$ cat src/rtl/uart_bytes_tx_arb.sv
// rtl/uart_bytes_tx_arb.sv - round-robin frame arbiter feeding one byte-level UART transmitter
// Optional: UART_BYTES_TX_ARB_FIXED_PRIO_EN selects fixed lowest-index-wins priority.
module uart_bytes_tx_arb #(
    parameter int REQ_NUM  = 4,
    parameter int BYTES    = 5,
    parameter int BYTE_GAP = 0
) (
    input  logic                       sys_clk,
    input  logic                       sys_rst_n,
    input  logic [REQ_NUM-1:0]         req,
    input  logic [REQ_NUM*BYTES*8-1:0] req_data,
    output logic [REQ_NUM-1:0]         gnt,
    output logic [REQ_NUM-1:0]         done,
    output logic                       busy,
    output logic [7:0]                 tx_byte,
    output logic                       tx_en,
    input  logic                       tx_busy
);

    localparam int FW = BYTES * 8;
    localparam int PW = $clog2(REQ_NUM);
    localparam int CW = $clog2(BYTES + 1);

    localparam logic [2:0] IDLE = 3'd0;
    localparam logic [2:0] LOAD = 3'd1;
    localparam logic [2:0] ACK  = 3'd2;
    localparam logic [2:0] SEND = 3'd3;
    localparam logic [2:0] GAP  = 3'd4;
    localparam logic [2:0] FIN  = 3'd5;

    logic [2:0]    state;
    logic [PW-1:0] ptr;
    logic [PW-1:0] win;
    logic [PW-1:0] hi;
    logic [PW-1:0] lo;
    logic [PW-1:0] sel;
    logic          hi_vld;
    logic [FW-1:0] frame;
    logic [FW-1:0] shift_reg;
    logic [FW-1:0] shift_next;
    logic [CW-1:0] byte_cnt;
    logic [7:0]    gap_cnt;

    // Lowest requester at or above ptr wins; otherwise wrap to the lowest overall.
    always_comb begin
        hi     = '0;
        lo     = '0;
        hi_vld = 1'b0;
        for (int j = REQ_NUM - 1; j >= 0; j--) begin
            if (req[j]) begin
                lo = PW'(j);
                if (PW'(j) >= ptr) begin
                    hi     = PW'(j);
                    hi_vld = 1'b1;
                end
            end
        end
    end

    assign sel = hi_vld ? hi : lo;

    always_comb begin
        frame = '0;
        for (int j = 0; j < REQ_NUM; j++) begin
            if (sel == PW'(j)) begin
                frame = req_data[j*FW +: FW];
            end
        end
    end

    assign shift_next = shift_reg << 8;

    always_ff @(posedge sys_clk or negedge sys_rst_n) begin
        if (!sys_rst_n) begin
            state     <= IDLE;
            ptr       <= '0;
            win       <= '0;
            shift_reg <= '0;
            byte_cnt  <= '0;
            gap_cnt   <= '0;
            gnt       <= '0;
            done      <= '0;
            busy      <= 1'b0;
            tx_byte   <= 8'h00;
            tx_en     <= 1'b0;
        end else begin
            gnt   <= '0;
            done  <= '0;
            tx_en <= 1'b0;
            case (state)
                IDLE: begin
                    if (|req) begin
                        win       <= sel;
                        shift_reg <= frame;
                        tx_byte   <= frame[FW-1 -: 8];
                        gnt       <= REQ_NUM'(1) << sel;
                        busy      <= 1'b1;
                        state     <= LOAD;
                    end
                end
                LOAD: begin
                    if (!tx_busy) begin
                        tx_en <= 1'b1;
                        state <= ACK;
                    end
                end
                ACK: begin
                    if (tx_busy) begin
                        state <= SEND;
                    end
                end
                SEND: begin
                    if (!tx_busy) begin
                        shift_reg <= shift_next;
                        tx_byte   <= shift_next[FW-1 -: 8];
                        byte_cnt  <= byte_cnt + 1'b1;
                        if (byte_cnt == CW'(BYTES - 1)) begin
                            done  <= REQ_NUM'(1) << win;
                            state <= FIN;
                        end else if (BYTE_GAP > 0) begin
                            gap_cnt <= 8'd0;
                            state   <= GAP;
                        end else begin
                            state <= LOAD;
                        end
                    end
                end
                GAP: begin
                    if (gap_cnt == 8'(BYTE_GAP - 1)) begin
                        state <= LOAD;
                    end else begin
                        gap_cnt <= gap_cnt + 8'd1;
                    end
                end
                FIN: begin
                    // done is visible this cycle; busy drops after it.
                    busy     <= 1'b0;
                    byte_cnt <= '0;
`ifdef UART_BYTES_TX_ARB_FIXED_PRIO_EN
                    ptr      <= '0;
`else
                    ptr      <= (win == PW'(REQ_NUM - 1)) ? '0 : win + 1'b1;
`endif
                    state    <= IDLE;
                end
                default: state <= IDLE;
            endcase
        end
    end

endmodule

$ cat config.mk
export PLATFORM = sky130hd
export DESIGN_NAME = uart_bytes_tx_arb
export DESIGN_NICKNAME = d
export VERILOG_FILES = /design/src/rtl/uart_bytes_tx_arb.sv
export SDC_FILE = /design/constraint.sdc
export NUM_CORES = 1
export LEC_CHECK = 0
export CAP_MARGIN = 20
export CORE_UTILIZATION = 43
export CTS_BUF_LIST = sky130_fd_sc_hd__clkbuf_4 sky130_fd_sc_hd__clkbuf_8
export CTS_CLUSTER_SIZE = 30
export DETAILED_ROUTE_END_ITERATION = 7
export PLACE_DENSITY = 0.83
export REMOVE_ABC_BUFFERS = 1
export SLEW_MARGIN = 10
export SYNTH_ARGS = -nofsm -noshare
export SYNTH_HDL_FRONTEND = slang
export SYNTH_SLANG_ARGS = --single-unit
$ cat constraint.sdc
create_clock -name sys_clk -period 2.16 [get_ports sys_clk]
set_input_delay 0.432 -clock sys_clk [delete_from_list [all_inputs] [get_ports sys_clk]]
set_output_delay 0.432 -clock sys_clk [all_outputs]
set_load 0.05 [all_outputs]
; ---- Yosys cells after proc, flatten, opt, wreduce, memory -nomap -nowiden
; Index checks and enable logic that the tools add are counted.
[op_classes]
order_cmp = 4
add_sub_neg = 3
eq_ne = 16
n_reduce_logical = 12
shift = 2
bitwise = 1
mux = 50
[op_table]
columns = op, count
row1 = 40-bit two-way mux, 4
row2 = 32-bit two-way mux, 2
row3 = 32-bit case mux with 2 select lines, 1
row4 = 2-bit two-way mux, 14
row5 = 3-bit two-way mux, 7
row6 = 4-bit two-way mux, 5
row7 = 8-bit two-way mux, 2
row8 = 8-bit case mux with 2 select lines, 1
row9 = 3-bit case mux with 5 select lines, 1
row10 = 1-bit two-way mux, 11
row11 = 2-bit != test (second input constant), 5
row12 = 3-bit equality test (second input constant), 3
row13 = 8-bit by 1-bit adder with 8-bit output (second input constant), 1
row14 = 8-bit equality test (second input constant), 1
row15 = 2-bit AND reduction, 4
row16 = 1-bit by 2-bit left shift with 4-bit output (first input constant), 2
row17 = 2-bit equality test (second input constant), 3
row18 = 3-bit by 2-bit equality test with 1-bit output (second input constant), 2
row19 = 3-bit case mux with 2 select lines, 1
row20 = 2-bit nonzero test, 3
row21 = 5-bit AND reduction, 1
row22 = 1-bit by 2-bit >= comparator with 1-bit output (first input constant), 2
row23 = 2-bit >= comparator (first input constant), 2
row24 = 4-bit OR reduction, 1
row25 = other kinds (9), 9
[totals]
output_inout_bits = 18
word_cells = 99
reg_bits = 68
inputBits = 167

; ---- Depth between registers and ports, before layout
; Gate-level depths: netlist (run 1).
[logic_depth]
word_depth = 17
mapped_depth = 8
depth_no_buf = 6

; ---- Worst setup path before layout (run 1)
; No wires, ideal clock.
[synth_path]
kind = input port to flip-flop
startpoint = input req[0]
endpoint = register shift_reg[5]
path_buffers = 1
arrival_time_ns = 1.718
required_time_ns = 2.034
setup_ns = 0.126
slack_ns = 0.316
path_stages = 5
path_cell_list = buf_4 > or3b_4 > o221a_4 > o311a_1 > a221o_1
[synth_via]
elab_chain_len = 9
elab_cells_between_ends = 17
classes_between = eq/ne: 4 / mux: 10 / reduce/logical: 3
[synth_rtl]
columns = item, line_no
row1 = start: declaration, 10  ; input logic [REQ_NUM-1:0] req,
row2 = 2-bit two-way mux / 1-bit two-way mux (equally long branches), 50  ; if (req[j]) begin
row3 = 2-bit two-way mux, 60  ; assign sel = hi_vld ? hi : lo;
row4 = 2-bit zero test, 65  ; if (sel == PW'(j)) begin
row5 = 40-bit two-way mux (4 in a row), 65
row6 = 32-bit two-way mux, 92  ; if (|req) begin
row7 = 32-bit case mux with 2 select lines, 90  ; case (state)
row8 = end signal: assignment, 94  ; shift_reg <= frame;
row9 = end signal: assignment, 114  ; shift_reg <= shift_next;
row10 = end: declaration, 39  ; logic [FW-1:0] shift_reg;
; Several ways; a longest one is shown, not always the timed one. The select of a mux whose other input is x is not followed.
; A chain may end at the register's enable or synchronous reset.

; ---- Worst setup path in the final report (run 1)
[layout_path]
startpoint = input req[2]
endpoint = register shift_reg[15]
[layout_via]
elab_chain_len = 13
elab_cells_between_ends = 27
classes_between = eq/ne: 4 / mux: 20 / reduce/logical: 3
[layout_rtl]
columns = item, line_no
row1 = 2-bit two-way mux / 1-bit two-way mux (equally long branches), 50
row2 = 2-bit two-way mux / 1-bit two-way mux (equally long branches), 52  ; if (PW'(j) >= ptr) begin
row3 = 2-bit two-way mux / 1-bit two-way mux (equally long branches), 50
row4 = 2-bit two-way mux / 1-bit two-way mux (equally long branches), 52
row5 = 2-bit two-way mux / 1-bit two-way mux (equally long branches), 50
row6 = 2-bit two-way mux, 60
row7 = 2-bit zero test, 65
row8 = 40-bit two-way mux (4 in a row), 65
row9 = 32-bit two-way mux, 92
row10 = 32-bit case mux with 2 select lines, 90
; Several ways; a longest one is shown, not always the timed one. The select of a mux whose other input is x is not followed.

==> results of run 1 <==
metal layers:
layer | up-vias | track usage [%] | wire, um
met5 | - | 0 | 0
met4 | 0 | 12.6 | 414
met3 | 34 | 4.85 | 965
met2 | 217 | 50.6 | 7250
met1 | 2224 | 34.7 | 5800
li1 | 2143 | - | -
final cells by class:
| type | instances | area [sq um] |
|---|---|---|
| Clock inverter | 3 | 17.5 |
| Sequential cell | 68 | 1700 |
| Tap cell | 111 | 139 |
| Multi-Input combinational cell | 328 | 2140 |
| Inverter | 12 | 45.0 |
| Clock buffer | 10 | 131 |
| Timing Repair Buffer | 244 | 2340 |
| Fill cell | 701 | 2690 |
synth_stat cells, drive strengths merged, types with 5 or more instances:
| cell type | count | area [sq um] |
|---|---|---|
| o221ai | 32 | 280 |
| nand4 | 5 | 31.3 |
| and2 | 13 | 82.6 |
| buf | 24 | 151 |
| inv | 12 | 45.0 |
| a22oi | 6 | 45.0 |
| ha | 7 | 87.6 |
| nor3 | 8 | 40.0 |
| a211oi | 14 | 105 |
| nor2 | 39 | 146 |
| clkbuf | 16 | 60.1 |
| o21ai | 29 | 145 |
| dfrtp | 68 | 1700 |
| o22ai | 43 | 269 |
| a21oi | 32 | 160 |
| and3 | 10 | 62.6 |
| a221oi | 6 | 52.6 |
| nand2 | 31 | 116 |
worst min path at each step:
stage	start	endpoint	cells past startpoint
2_1_floorplan	sys_rst_n	busy	0
5_1_grt	sys_rst_n	win[1]	2
6_report	sys_rst_n	win[1]	2
3_5_place_dp	sys_rst_n	win[1]	2
3_3_place_gp	sys_rst_n	win[0]	2
4_1_cts	sys_rst_n	win[1]	2
timing repair:
action                                  in CTS  in global routing
endpoints found under the hold margin        0                  0
endpoints found under the setup margin       0                  5
setup buffers                                0                  2
cells by family after synthesis:
| logic type | after synthesis | share of synthesized area [%] |
|---|---|---|
| buffers and inverters | 52 | 6.30 |
| AO/OA/AOI/OAI | 187 | 32.1 |
| AND/OR/NAND/NOR | 123 | 15.1 |
| XOR/XNOR | 8 | 1.72 |
| multiplexers | 2 | 0.553 |
| flip-flops | 68 | 41.8 |
| adder cells (fa/ha/maj) | 8 | 2.40 |
layout by cell type (no fill, tap or decap), drive strengths merged, types with 4 or more instances in the layout:
master | netlist | layout
a211oi | 14 | 14
nor3 | 8 | 8
and2 | 13 | 13
a221oi | 6 | 6
o21ai | 29 | 29
clkbuf | 16 | 10
nand2 | 31 | 31
inv | 12 | 12
ha | 7 | 7
a22oi | 6 | 6
buf | 24 | 61
nand4 | 5 | 5
a221o | 4 | 4
o221ai | 32 | 32
a21oi | 32 | 32
clkdlybuf4s50 | 0 | 183
xor2 | 4 | 4
xnor2 | 4 | 4
and3 | 10 | 10
dfrtp | 68 | 68
nand3 | 4 | 4
nor2 | 39 | 39
o22ai | 43 | 43
worst max-delay path, stage by stage:
cell and delay, ns:
clkdlybuf4s50_1 0.52, nor4_2 0.56, o41ai_4 0.13, buf_4 0.18, buf_12 0.13, buf_4 0.16
nor2_1 0.12, o22ai_1 0.10
metrics by stage:
step | setup TNS [ns] | total power [W] | area [sq um]
floorplan | -11.70 | 0.00439 | 3860
global placement | -6.22 | 0.00618 | 6330
detailed placement | -8.30 | 0.00633 | 6330
CTS | 0 | 0.00720 | 6480
global route | -0.0862 | 0.00775 | 6510
finish | 0 | 0.00730 | 6510
where the power goes:
| group | switching [W] | internal [W] |
|---|---|---|
| clock network | 0.000460 | 0.000406 |
| registers | 0.000392 | 0.00177 |
| logic | 0.00232 | 0.00195 |
| total | 0.00317 | 0.00413 |
==> impl_metrics.ini, run 1 <==
[hold_path]
min_path_type = in2async

[setup_path]
endpoint = shift_reg[15]
regToRegStartpoint = state[0]
ff2ff_path_depth = 7
worstSetupStartpoint = req[2]
crit_arrival_ns = 2.33
required_ns = 2.38
crit_fanout = 10
r2r-end = tx_byte[1]
end_kind = flip-flop
start_kind = primary input
rrSetupSlack_ns = 0.21
crit_type = in2reg

[logic_synthesis]
yosysWarnings = 0
syn_avg_cell_area_sq_um = 9.08
synth.yosys.seq_area_share_pct = 41.8
synthFlopType = dfrtp_1
ys_async_sr_fraction_pct = 100
synth_edf_count = 0
postSynthCellCount = 448
synthesis.area_sq_um = 4070
yosysUniqueCellTypes = 53
synth-seq-cells = 68

[timing]
rsz0062_at_grt = true
fin_skew_ns = 0.00993
final.period_utilization_pct = 97.6
fin_crit_ns = 2.11
setup_ws_ns = 0.0517
fmax_mhz = 474
whs_ns = 0.0721
finalSetupViolCount = 0
tightest_slew_ns = 0.581
hold_viol_final = 0
slew_violations = 0
slew-limit-headroom_pct = 61.2

[clock_network]
hold_buffers = 0
cts_buffers = 9
clkSlewWorstSetupHoldPaths_ns = 0.07
htree_levels = 3
tritoncts = yes
clock_latency_ns = 0.35
cts_resized = 0
clock-sinks = 68
clock_tree.buffer_depth = 2
cts-root-buf = clkbuf_8

[die]
ios = 185
core_region_area_sq_um = 9200
initial_core_util_pct = 44.2
die-area_sq_um = 9860
die_h_um = 99.3
row_count = 35
fp.dieW_um = 99.3

[finish]
largest_reg_flops = 32
diodes = 0
area_growth_pct = 60.0
fin_util_pct = 70.8
final_nets = 837
drive_gt1_share_pct = 13.2
stdcell_count = 776

[pwr]
p_per_area_nw_per_um2 = 1120
max-vdd-ir-drop_v = 0.000549
total_leakage_power_nw = 2.70

[placement]
placed_cells = 761
place_hpwl_mm = 11.0
gp_congestion = 0.833
io_buffers = 184
dpl_worst_slack_ns = -0.285

[global_route]
grt_max_degree = 44
grt_pass1_wl_mm = 22.0
grt-ovfl-total = 0
grt_pass1_vias = 4571
grt_util_all_layers_pct = 28.8
antenna_found_initial = 0

[drt]
via_count = 4618
routed_via_density = 5.95
routedWlPerCell_um = 18.6
drtAntennaViolNets = 0
drt_iter0_markers = 229
drt-pass1-iter-count = 5
route.detailed.drc = 0
routed_wl_mm = 14.4

[status]
outcome = finished, final reports clean

[run]
cap_violations = 0
Power figures use the tool's default switching activity.
==> inputs of run 2 (changes only) <==
--- a/config.mk
+++ b/config.mk
@@ -8,7 +8,7 @@
 export CAP_MARGIN = 20
 export CORE_UTILIZATION = 43
 export CTS_BUF_LIST = sky130_fd_sc_hd__clkbuf_4 sky130_fd_sc_hd__clkbuf_8
-export CTS_CLUSTER_SIZE = 30
+export CTS_CLUSTER_SIZE = 12
 export DETAILED_ROUTE_END_ITERATION = 7
 export PLACE_DENSITY = 0.83
 export REMOVE_ABC_BUFFERS = 1
==> results of run 2 <==
No change in the layout: final DEF, timing and power equal those of run 1.
==> patch 1: new RTL, flow settings as in run 1 <==
The parameter `REQ_NUM` goes from 4 to 2.
--- a/src/rtl/uart_bytes_tx_arb.sv
+++ b/src/rtl/uart_bytes_tx_arb.sv
@@ -1,7 +1,7 @@
 // rtl/uart_bytes_tx_arb.sv - round-robin frame arbiter feeding one byte-level UART transmitter
 // Optional: UART_BYTES_TX_ARB_FIXED_PRIO_EN selects fixed lowest-index-wins priority.
 module uart_bytes_tx_arb #(
-    parameter int REQ_NUM  = 4,
+    parameter int REQ_NUM  = 2,
     parameter int BYTES    = 5,
     parameter int BYTE_GAP = 0
 ) (
Interface: changed (resized done, gnt, req and req_data); port bits go from 185 to 99. The function was not compared with the original's and may differ.
==> patch 1 against run 1 <==
  * Hold slack better by 23 ps
  * Setup slack better by 130 ps
  * Total power is 16% lower
  * Design area is 25% lower
  * Routed wire length is 36% lower
  * Synthesized area is 12% lower
  * Sequential cell count is 6 lower
  * Via count is 29% lower
  * Largest cell class is now multi-input gates
  * Largest power group unchanged
==> patch 1: results (changes against run 1) <==
[detailed_routing]
wl_met3_um=465  ; -52%
dr_wl_met2_mm=4.56  ; -37%
drt-initial-drc-count=194  ; -15%
dr.pass1.iters=4  ; -1
wl_met1_mm=3.98  ; -31%
wl_per_cell_um=15.5  ; -17%

[critical_path]
worstPathArrival_ps=1550  ; -780 ps
reg2reg_to=shift_reg[21]
slowest_delay_ps=820  ; +260 ps
cp_slowest_cell=clkdlybuf4s50_1
reg2reg_setup_slack_ps=390  ; +180 ps
r2r.worst_path.cells=5  ; -2

[synth]
ys_seq_area_share_pct=43.5  ; +1.7 points
synthTopCellsByCount=73 x o21ai_0, 62 x dfrtp_1, 42 x nand2_1
ys_types=36  ; -32%
synth_xor_area_share_pct=0.492  ; -1.2 points
syn_inst=395  ; -12%
synth_compound_area_share_pct=30.5  ; -1.6 points
synth_mux_area_share_pct=4.07  ; +3.5 points
synthAdderAreaFrac_pct=1.33  ; -1.1 points
synth_area_leaders=dfrtp_1 44%, o31ai_2 11%, o21ai_0 10%, a21oi_1 5.5%, nand2_1 4.4%

[pwr]
p_leak_nw=2.06  ; -24%
vdd_drop_max_v=0.000463  ; -16%

[global_route]
use_met1_pct=28.0  ; -6.7 points
grt_pass1_wl_mm=15.2  ; -31%
grt_pass1_vias=3299  ; -28%
grtUsageTotal_pct=22.5  ; -6.3 points

[placed_design]
place_area_um2=4680  ; -26%
place.port_buffers=98  ; -47%
dpl.hpwl_mm=6.74  ; -39%

[finish]
final_nets=579  ; -31%
fin_cells=598  ; -23%
drive_gt1_share_pct=15.9  ; +2.7 points

[sta]
hold_slack_ps=95.3  ; +23.1 ps
fin_worst_skew_ps=4.99  ; -4.94 ps

[outcome]
status=completed

## patch 1: worst register-to-register path, stage by stage (launching register included)
cell     delay [ps]
dfrtp_1         380
or2_4           280
o22a_1          230
or2_2           300
buf_4           220
o31ai_2         260
## patch 1: cell type report
cell class,count,area [um2]
timing repair buffer,121,1170
tap,102,128
clock buffer,12,159
sequential,62,1550
fill,620,3010
clock inverter,4,45.0
multi-input combinational,292,1800
inverter,5,18.8
## patch 1: worst max path at each step
stage	to	slack (ps)	depth (start not counted)	from
final	busy	180	1	busy
after global routing	busy	140	1	busy
after CTS	busy	170	1	busy
after detailed placement	tx_byte[0]	4	6	req[1]
after global placement	shift_reg[15]	40	6	req[1]
after floorplan	shift_reg[10]	-1130	4	state[1]
## patch 1: where the power goes
group          internal, mW  switching [mW]  total [mW]  leakage [nW]
Clock                 0.603           0.433        1.04         0.110
Sequential             1.64           0.257        1.90         0.785
Combinational          1.28            1.90        3.17          1.16
Total                  3.53            2.59        6.11          2.06
==> patch 2: new RTL, settings of run 1 <==
Made on the original files. Make the reset (`sys_rst_n`) synchronous in one clocked block.
--- a/src/rtl/uart_bytes_tx_arb.sv
+++ b/src/rtl/uart_bytes_tx_arb.sv
@@ -70,7 +70,7 @@
 
     assign shift_next = shift_reg << 8;
 
-    always_ff @(posedge sys_clk or negedge sys_rst_n) begin
+    always_ff @(posedge sys_clk) begin
         if (!sys_rst_n) begin
             state     <= IDLE;
             ptr       <= '0;
Formal check against the unedited RTL: differs if sys_rst_n is asserted again (counterexample within 4 cycles, from zero or initial values and one cycle with sys_rst_n low); with sys_rst_n held inactive, the same outputs for 10 cycles.
==> patch 2 against run 1 <==
  * Setup slack improved by 160 ps
  * Sequential cell count did not move
  * Synthesized area rose by 1.2%
  * Synthesized cell count rose by 18%
  * First-iteration DRC count fell by 3.9%
  * Non-clock buffer count fell by 11
  * Routed wire length rose by 4.2%
  * Design area rose by 2.4%
  * Clock skew fell by 0.98 ps
  * Critical path type is now reg -> reg
Power is not compared: it rests on default switching activity, and its combinational part moved more than twofold at a synthesized area within 25%.
==> patch 2: results (changes against run 1) <==
[outcome]
status=completed

[global_route]
grt_pass1_wl_mm=23.2  ; +5.2%
antenna_found_initial=0  ; unchanged
grtUsageTotal_pct=29.4  ; +0.66 points
grt_start_max_net_pins=34  ; -23%
grt_pass1_vias=4987  ; +9.1%

[finish]
final_nets=896  ; +7.0%
mostFrequentLayoutCell=clkdlybuf4s50_1
largest_reg_flops=32  ; unchanged
antennaDiodeCount=0  ; unchanged
drive_gt1_share_pct=11.9  ; -1.3 points

[critical_path]
critPathMaxFanout=10  ; unchanged
worstPathArrival_ps=2180  ; -150 ps
cp-startpoint=state[2]

[clocking]
cts-htree-levels=3  ; unchanged
clock_latency_ps=340
cts_buffers=9  ; unchanged
clk_pin_slew_ps=70  ; about the same
clock_path_buffers=2  ; unchanged
cts_tree=yes
clk_root_buffer_cell=clkbuf_8

[synth]
ys_async_sr_fraction_pct=0  ; -100 points
yosys_warnings=0  ; unchanged
synthFlopType=dfxtp_1
synthTopCellsByCount=83 x a21oi_1, 68 x dfxtp_1, 60 x o21ai_0
ys_seq_area_share_pct=33.1  ; -8.8 points
synth_area_leaders=dfxtp_1 33%, a21oi_1 10%, o21ai_0 7.3%, mux2i_1 6.3%, nand2_1 3.9%
ys_types=53  ; unchanged

[sta]
maxSlewHeadroom_pct=65.6  ; +4.3 points
fin_worst_skew_ps=8.95  ; -0.981 ps

[detailed_routing]
dr.pass1.iters=5  ; unchanged
drt-initial-drc-count=220  ; -3.9%
viasPerCell=5.69  ; -4.5%
wirelength_mm=15.0  ; +4.2%

[placed_design]
place_area_um2=6350  ; +0.30%
place_congestion=1.05  ; +26%
dpl.hpwl_mm=11.0  ; -0.33%
place.port_buffers=184  ; unchanged

[hold_path]
hold_path.class=reg -> reg
hold_path_startpoint=busy

[pwr]
vdd_drop_max_v=0.000288
p_leak_nw=2.71

## patch 2: cell types whose count changed in the layout (fill, tap and decap cells not counted), sizes merged, moves of 9 or more
cell,delta
o21a,+14
nor3,+16
mux2i,+26
a211o,+17
buf,-14
nor2b,+9
o22ai,-37
dfxtp,+68
dfrtp,-68
nor2,-28
a21oi,+51
o221ai,-31
o21ai,+45
nand2,+12
## patch 2: through the flow
step	cells	setup WS, ps
3_5_place_dp	841	-363
5_1_grt	859	109
4_1_cts	857	0.207
6_report	859	211
3_3_place_gp	841	-253
2_1_floorplan	481	-737
## patch 2: critical path, cell delays in order, from the launching register on
cell and delay, ps:
dfxtp_1 470, inv_2 100, or3_1 410, a41oi_4 360, nand3_1 180, xnor2_1 170
and2_1 160
## patch 2: report_power, final
group	total (mW)	internal [mW]	switching, mW
clock	1.08	0.606	0.476
sequential	1.43	1.36	0.0659
combinational	1.17	0.626	0.543
## patch 2: path summary, 6_finish.rpt
path              slack (ps)  cells after the start         end
hold / removal           470                      2        busy
hold reg to reg          470                      2        busy
setup reg to reg         210                      6  gap_cnt[6]
setup / recovery         210                      6  gap_cnt[6]
## patch 2: timing repair
item / in CTS / in global routing
gates cloned: 0 / 2
endpoints found under the setup margin: 1 / 19
gates resized for setup: 1 / 15
pin swaps: 0 / 2
setup buffers: 0 / 0
## patch 2: metal layers
metal	routed length, um	up-vias	track usage, %	share of wire [%]
met5	0	-	0	0
met4	477	0	14.4	3.2
met3	972	42	5.01	6.5
met2	7590	224	53.8	50
met1	6000	2290	33.0	40
li1	-	2328	-	-
## patch 2: cell type report
| cell class | instances | area, um2 |
|---|---|---|
| Inverter | 6 | 22.5 |
| Clock inverter | 4 | 47.5 |
| Tap cell | 129 | 161 |
| Clock buffer | 12 | 159 |
| Sequential cell | 68 | 1360 |
| Timing Repair Buffer | 233 | 2360 |
| Fill cell | 711 | 2570 |
| Multi-Input combinational cell | 407 | 2560 |
## patch 2: kinds of logic (layout without fill, tap and decap cells)
group / Yosys count / in the layout / share of synthesized area, %
XOR/XNOR: 9 / 9 / 1.91
adder cells (fa/ha/maj): 4 / 4 / 1.22
multiplexers: 26 / 26 / 6.32
buffers and inverters: 52 / 255 / 6.11
flip-flops: 68 / 68 / 33.1
AND/OR/NAND/NOR: 133 / 133 / 16.6
AO/OA/AOI/OAI: 235 / 235 / 34.8
